--- config.mk ---
export PLATFORM = sky130hd
export DESIGN_NAME = truth_table_sweeper
export DESIGN_NICKNAME = d
export VERILOG_FILES = /design/src/rtl/truth_table_sweeper_pkg.sv /design/src/rtl/truth_table_sweeper.sv
export SDC_FILE = /design/constraint.sdc
export NUM_CORES = 1
export LEC_CHECK = 0
export ABC_CLOCK_PERIOD_IN_PS = 2500
export CAP_MARGIN = 20
export CORE_MARGIN = 2
export CORE_UTILIZATION = 52
export CTS_CLUSTER_SIZE = 25
export DETAILED_ROUTE_END_ITERATION = 12
export PLACE_DENSITY_LB_ADDON = 0.1
export REMOVE_ABC_BUFFERS = 1
export SETUP_SLACK_MARGIN = 0.15
export SYNTH_ARGS = -nofsm -noshare
export SYNTH_HDL_FRONTEND = slang
export SYNTH_SLANG_ARGS = --single-unit
--- constraint.sdc ---
create_clock -name clk -period 2.5 [get_ports clk]
set_input_delay 0.5 -clock clk [delete_from_list [all_inputs] [get_ports clk]]
set_output_delay 0.5 -clock clk [all_outputs]
set_load 0.01 [all_outputs]
--- src/rtl/truth_table_sweeper_pkg.sv ---
// Shared constants and state encoding for the truth-table sweep controller.
package truth_table_sweeper_pkg;

   localparam int unsigned VEC_W = 5;
   localparam int unsigned N_VEC = 32;
   localparam int unsigned CNT_W = 6;

   typedef logic [1:0] state_t;

   localparam state_t IDLE   = 2'd0;
   localparam state_t DRIVE  = 2'd1;
   localparam state_t SAMPLE = 2'd2;
   localparam state_t DONE   = 2'd3;

endpackage

--- src/rtl/truth_table_sweeper.sv ---
// Drives all 32 five-bit vectors into a combinational block, samples its output
// after a settle time, and compares the collected truth table against a golden one.
module truth_table_sweeper
   import truth_table_sweeper_pkg::*;
#(
   parameter int unsigned SETTLE_CYCLES = 1
) (
   input  logic              clk,
   input  logic              rst_n,
   input  logic              start,
   input  logic [N_VEC-1:0]  expected,
   input  logic              o_p,
   output logic              a,
   output logic              b,
   output logic              c,
   output logic              d,
   output logic              e,
   output logic              busy,
   output logic              done,
   output logic [N_VEC-1:0]  truth_table,
   output logic [CNT_W-1:0]  ones_count,
   output logic              mismatch,
   output logic [VEC_W-1:0]  first_fail_idx
);

   localparam logic [3:0]       SETTLE_LAST = 4'(SETTLE_CYCLES - 1);
   localparam logic [VEC_W-1:0] LAST_VEC    = VEC_W'(N_VEC - 1);

   state_t             state;
   logic [VEC_W-1:0]   idx;
   logic [3:0]         settle_cnt;
   logic [N_VEC-1:0]   exp_q;
   logic               sample_fail;

   assign sample_fail = (o_p != exp_q[idx]);

   // The stimulus is the registered index itself, so it only moves on SAMPLE exit.
   assign {a, b, c, d, e} = idx;
   assign busy = (state == DRIVE) || (state == SAMPLE);
   assign done = (state == DONE);

   always_ff @(posedge clk or negedge rst_n) begin
      if (!rst_n) begin
         state          <= IDLE;
         idx            <= '0;
         settle_cnt     <= '0;
         exp_q          <= '0;
         truth_table    <= '0;
         ones_count     <= '0;
         mismatch       <= 1'b0;
         first_fail_idx <= '0;
      end else begin
         case (state)
            IDLE, DONE: begin
               if (start) begin
                  exp_q          <= expected;
                  truth_table    <= '0;
                  ones_count     <= '0;
                  mismatch       <= 1'b0;
                  first_fail_idx <= '0;
                  idx            <= '0;
                  settle_cnt     <= '0;
                  state          <= DRIVE;
               end
            end
            DRIVE: begin
               settle_cnt <= settle_cnt + 4'd1;
               if (settle_cnt == SETTLE_LAST) begin
                  state <= SAMPLE;
               end
            end
            SAMPLE: begin
               truth_table[idx] <= o_p;
               ones_count       <= ones_count + CNT_W'(o_p);
               if (sample_fail && !mismatch) begin
                  mismatch       <= 1'b1;
                  first_fail_idx <= idx;
               end
               if (idx == LAST_VEC) begin
                  state <= DONE;
               end else begin
                  idx        <= idx + VEC_W'(1);
                  settle_cnt <= '0;
                  state      <= DRIVE;
               end
            end
            default: state <= IDLE;
         endcase
      end
   end

endmodule

==> key figures <==
STA
  • Final setup violation count: 0
  • Setup TNS: 0 ns
  • Fin crit period: around 2.2 ns
  • Achievable Freq: about 450 MHz
  • Tcrit/Tclk final: 88.39%
  • Final worst slack: about 0.29 ns
  • Fin. Hold Viols: 0
  • Slew @ Worst Pin: 0.5653 ns
  • Post-Route Hold Slack: 0.01048 ns
  • Layout Skew: roughly 0.012 ns
  • Slew headroom: between 60 and 70%
  • Max-slew violation count: 0
  • RSZ-0062 raised after global routing: no

Global routing
  • First-pass GRT wire length: between 15 and 20 mm
  • GRT overflow: 0
  • Total Routing Usage GR: 24.18%
  • Initial antenna violation count: 0
  • Largest net degree at the start of global routing: 42
  • Vias in the first global route: ~3400

Synth
  • Most used DFF post-synth: dfrtp_1
  • Synth top area share: ~51%
  • Register area share after synthesis: 50.58%
  • Cells taking the most area after synthesis: dfrtp_1, mux2_2, o21ai_0
  • Ys async rst share: between 90% and 100%
  • Post-Syn Instances: just under 400
  • Synth cell types: 46
  • Average size of a mapped cell: around 11 sq um
  • Synthesized cell area: about 4300 sq um
  • Post-synth EDFFs: 0
  • Synth area leader: dfrtp_1
  • Syn. warnings: 0
  • Yosys reg bits: between 80 and 90

Detailed routing
  • Final ANT Viol Nets: 0
  • Vias per inst: 5.753
  • DR pass1 iterations: 4
  • Routed len/inst: 16.93 um
  • DRC: 0
  • WL final: 10.23 mm
  • DRT iter0 DRCs: 220
  • Via count: 3475

Finish
  • Nets: roughly 540
  • Area grow syn2layout: 30.12%
  • Share of layout cells above drive strength 1: about 16%
  • Most common cell after layout, fill and taps aside: dfrtp_1
  • Commonest non-fill, non-tap cells in the layout: dfrtp_1, clkdlybuf4s50_1, o21ai_0
  • Fin util: slightly below 70%
  • # fillers: between 600 and 700
  • Antenna cells: 0

Clocking
  • Clock latency on the worst-skew pair: 0.36 ns
  • Hold Buf Count CTS: 0
  • Clk slew on worst S/H paths: approximately 0.09 ns
  • Root Buffer Master: clkbuf_8
  • CTS Buf Count: 9
  • CTS Buffer Depth: 2
  • Clk sinks: just under 90
  • CTS tree: built
  • CTS H-tree depth: 3

Worst setup path
  • Reg2reg setup slack: 0.30 ns
  • Critical path class: reg -> out
  • WP data required: roughly 2 ns
  • FF-to-FF End: first_fail_idx[2]
  • Crit path launch type: register
  • Critical Path Fanout Max: 8
  • Worst r2r path cells: 6
  • Critical path destination: busy
  • Arr. time, crit path: about 1.7 ns
  • Reg2reg start: idx[0]
  • Crit path from: state[1]
  • CP endpoint kind: output port

Floorplan
  • Die height: ~95 um
  • Die Span X: between 90 and 100 um
  • Die area: between 9000 and 10000 sq um
  • Starting Density: approximately 53%
  • I/O pin count: 87
  • FP Rows: 33
  • Core ar.: 8134 sq um

Hold path
  • Min-delay worst type: in -> async

Power
  • Pwr dens: just under 900 nW/um^2
  • Worst VDD drop: around 0.55 mV
  • LEAKAGE: roughly 2.4 nW

Place
  • Setup WS pre-CTS: approximately 0.17 ns
  • IO buf count: 86
  • GP Congestion: between 0.8 and 0.9
  • DPL Wire Length: between 7 and 8 mm

Job
  • Max Cap Viol: 0

Status
  • Status: finished clean
## timing repair
item | CTS | global route
buffers inserted | 1 | 0
resized for setup | 1 | 3
setup endpoints to repair | 2 | 16
## sequential cells by signal (all words and copies together) (netlist names)
name and flops:
settle_cnt 4, mismatch 1, idx 5, ones_count 6, state 2, truth_table 32
first_fail_idx 5, exp_q 32
## cell type report
cell class                      count  area [sq um]  area share, %
Sequential cell                    87          2177          38.87
Multi-Input combinational cell    276          1974          35.25
Timing Repair Buffer              112          1090          19.46
Tap cell                          105         131.4          2.346
Clock buffer                       10         127.6          2.279
Clock inverter                      6         70.07          1.251
Inverter                            8         30.03         0.5362
## power by group
part	internal, mW	total (mW)	switching [mW]
combinational	0.975	2.01	1.03
clock	0.467	0.994	0.527
sequential	1.75	1.97	0.215
total	3.20	4.97	1.77
## cell usage after synthesis, types with 2 or more instances
| cell | n |
|---|---|
| inv_1 | 7 |
| mux4_1 | 4 |
| clkbuf_1 | 13 |
| a32o_1 | 2 |
| nor3_1 | 2 |
| nor3b_1 | 3 |
| nand4_1 | 2 |
| o211ai_1 | 9 |
| o22ai_1 | 5 |
| buf_4 | 4 |
| dfrtp_1 | 87 |
| a32oi_1 | 4 |
| nor2_1 | 15 |
| and2_1 | 5 |
| buf_6 | 4 |
| a21oi_1 | 16 |
| o21ai_0 | 46 |
| ha_1 | 13 |
| a22oi_1 | 6 |
| or3_1 | 3 |
| and3b_1 | 3 |
| a22oi_2 | 2 |
| nand3b_1 | 2 |
| xor2_1 | 4 |
| nand2_1 | 43 |
| mux2_2 | 32 |
| nand3_1 | 17 |
| nor2b_1 | 3 |
| mux2i_1 | 17 |
| and3_1 | 3 |
| a221o_1 | 2 |
## worst max-delay path, cell delays in order, from the launching register on
cell	delay [ns]
dfrtp_1	0.42
ha_1	0.31
buf_4	0.17
inv_1	0.15
dlygate4sd2_1	0.29
## per-layer routing
layer | vias to the layer above | global-route usage (%) | part of all wire (%)
met1 | 1738 | 33.42 | 46
met2 | 104 | 39.95 | 49
met5 | - | 0 | 0
li1 | 1625 | - | -
met4 | 0 | 7.126 | 0.92
met3 | 8 | 3.272 | 4.7
## through the flow
stage               total power [mW]  cells  cell area (sq um)
finish                         4.972    604               5600
global placement               3.878    587               5391
floorplan                      3.190    371               4177
detailed placement             3.984    587               5391
global route                   5.284    604               5600
CTS                            4.978    604               5595
## cells by family after synthesis
| logic type | share of synthesized area (%) |
|---|---|
| flops | 50.58 |
| fa+ha+maj | 3.779 |
| mux | 14.77 |
| buf+inv | 3.663 |
| simple gates | 12.12 |
| xor+xnor | 1.017 |
| compound gates | 14.07 |
## worst min-delay path by stage
| stage | end | cells after the start | startpoint | slack, ns |
|---|---|---|---|---|
| finish | ones_count[5] | 1 | rst_n | 0.01 |
| global route | truth_table[8] | 1 | rst_n | 0.02 |
| CTS | first_fail_idx[3] | 1 | rst_n | 0.02 |
| detailed placement | ones_count[5] | 1 | rst_n | 0.41 |
| global placement | ones_count[5] | 1 | rst_n | 0.40 |
| floorplan | exp_q[0] | 0 | rst_n | 0.20 |
Note: power is estimated with default switching activity, not from simulation.
==> RTL edit: new RTL, same settings <==
Register the outputs `busy` and `done`; this adds one clock of latency there. The other outputs are not delayed to match.
--- a/src/rtl/truth_table_sweeper.sv
+++ b/src/rtl/truth_table_sweeper.sv
@@ -36,8 +36,10 @@
 
    // The stimulus is the registered index itself, so it only moves on SAMPLE exit.
    assign {a, b, c, d, e} = idx;
-   assign busy = (state == DRIVE) || (state == SAMPLE);
-   assign done = (state == DONE);
+   always_ff @(posedge clk) begin
+      busy <= (state == DRIVE) || (state == SAMPLE);
+      done <= (state == DONE);
+   end
 
    always_ff @(posedge clk or negedge rst_n) begin
       if (!rst_n) begin
Formal check against the unedited RTL: not equivalent (a bounded check fails within 4 cycles, from zero or initial values and one cycle with rst_n low).
==> RTL edit against the original RTL <==
Power up 1.2%. Setup slack improved by 0.013 ns. Design area grew 0.58%. Area after synthesis rose by 0.93%. Largest cell class unchanged. Sequential cell count rose by 2. Wire length shrank 1.2%. Sequential power rose by 3%. Fmax increased by 0.60%.
==> RTL edit: results (changes against the original RTL) <==
outcome=completed; Synth area leaders=dfrtp_1, mux2_2, o21ai_0; placed cell areas=5410 um2 (+0.42%); gr usage total=23.3% (-0.84 points); Port Buffers=86 (unchanged); nets@finish=545 (+0.37%); drt pass-1 iters=5 (+1); first-pass GRT wire length=16300 um (-2.7%); Max transition margin=65.2% (+3.2 points); initial antenna violation count=0 (unchanged); Skew-Pair Late Insertion Delay=approximately 0.35 ns; min-delay worst type=in -> async; share of cells above drive strength 1=16.2% (-0.032 points); most instantiated cells after synthesis=dfrtp_1, o21ai_0, nand2_1, mux2_2; final wirelength=10100 um (-1.2%); vias=3459 (-0.46%); Root Buffer=clkbuf_8; Worst VDD drop=0.504 mV (-8.3%); largest net degree at the start of global routing=49 (+17%); delay-heaviest family, CP=simple AND/OR/NAND/NOR gates; dpl hpwl=7520 um (+0.60%); max-slew violation count=0 (unchanged); Yosys warnings=0 (unchanged); H-tree depth=3 (unchanged); CTS Buf Count=9 (unchanged); CP arrival=2.43 ns (+0.72 ns); largest registers=exp_q: 32 flops, truth_table: 32 flops, ones_count: 6 flops; gpl congestion=0.793 (-9.3%); Unique masters post-synth=47 (+2.2%); Clock transition at path regs=0.09 ns (about the same); Worst Skew=0.0119 ns (-0.000402 ns); Detailed Route Iter0 Violations=223 (+1.4%); via count of the first global-routing pass=3297 (-2.5%); async set or reset register ratio after synthesis=97.8% (-2.2 points); clock buffer depth=2 (unchanged); worst slack, placed=0.146 ns (-0.0234 ns); dominant synthesized flop cell=dfrtp_1; Setup Crit Path Kind=reg -> reg; r2r startpoint=idx[1]$_DFFE_PN0P_; ant diodes=0 (unchanged); Slowest cell on crit path=or3_1; max incr delay on CP=0.39 ns (-0.03 ns); CP max FO=10 (+2); Leak Pwr=2.42 nW (+0.87%); Seq/Total Area, Yosys=51.0% (+0.46 points)
==> RTL edit: changes by cell type after synthesis, sizes merged <==
cell and change:
dfxtp +2
==> RTL edit: area by class of cell <==
class                      count  area [um2]
fill                         644        2540
timing repair buffer         112        1070
clock inverter                 6        92.6
tap                          105         131
multi-input combinational    276        1970
inverter                       8        30.0
clock buffer                   9         124
sequential                    89        2220
==> RTL edit: logic make-up after synthesis <==
family                   after synthesis  share of synthesized area (%)
adder cells (fa/ha/maj)               13                           3.74
AND/OR/NAND/NOR                      106                           12.0
buffers and inverters                 30                           3.63
flip-flops                            89                           51.0
AO/OA/AOI/OAI                         99                           13.9
XOR/XNOR                               5                           1.01
multiplexers                          53                           14.6
==> RTL edit: power breakdown <==
| part | switching (W) | leakage, nW | total (W) | internal, W |
|---|---|---|---|---|
| clock | 0.000516 | 0.107 | 0.00108 | 0.000565 |
| combinational | 0.000988 | 1.16 | 0.00193 | 0.000941 |
| sequential | 0.000221 | 1.15 | 0.00202 | 0.00180 |
==> RTL edit: what timing repair did <==
action / 4_1_cts / 5_1_grt
buffers inserted: 0 / 0
cloned: 0 / 0
endpoints found under the setup margin: 4 / 1
resized for setup: 1 / 1
==> RTL edit: path summary, 6_finish.rpt <==
path / end / slack (ns) / depth (start not counted)
max in group asynchronous: truth_table[27]$_DFFE_PN0P_ / 1.76 / 2
worst max-delay path: first_fail_idx[0]$_DFFE_PN0P_ / 0.30 / 7
worst min-delay path: ones_count[4]$_DFFE_PN0P_ / 0.11 / 1
worst max register to register: first_fail_idx[0]$_DFFE_PN0P_ / 0.30 / 7
worst min register to register: truth_table[5]$_DFFE_PN0P_ / 0.49 / 2
min in group clk: truth_table[5]$_DFFE_PN0P_ / 0.49 / 2
==> RTL edit: per-stage QoR <==
step           utilization [%]  instances  power (W)  hold slack [ns]
2_1_floorplan                -        373    0.00323            0.204
3_3_place_gp              66.2        590    0.00390            0.479
3_5_place_dp              66.2        590    0.00398            0.478
4_1_cts                   68.9        605    0.00506            0.126
5_1_grt                   68.9        605    0.00534            0.141
6_report                  68.9        605    0.00503            0.106
==> RTL edit: metal layers <==
layer / GRT usage [%] / up-vias / wire (um)
met4: 7.14 / 0 / 121
met5: 0 / - / 0
met3: 4.19 / 12 / 591
li1: - / 1631 / -
met1: 33.0 / 1690 / 4580
met2: 37.0 / 126 / 4810
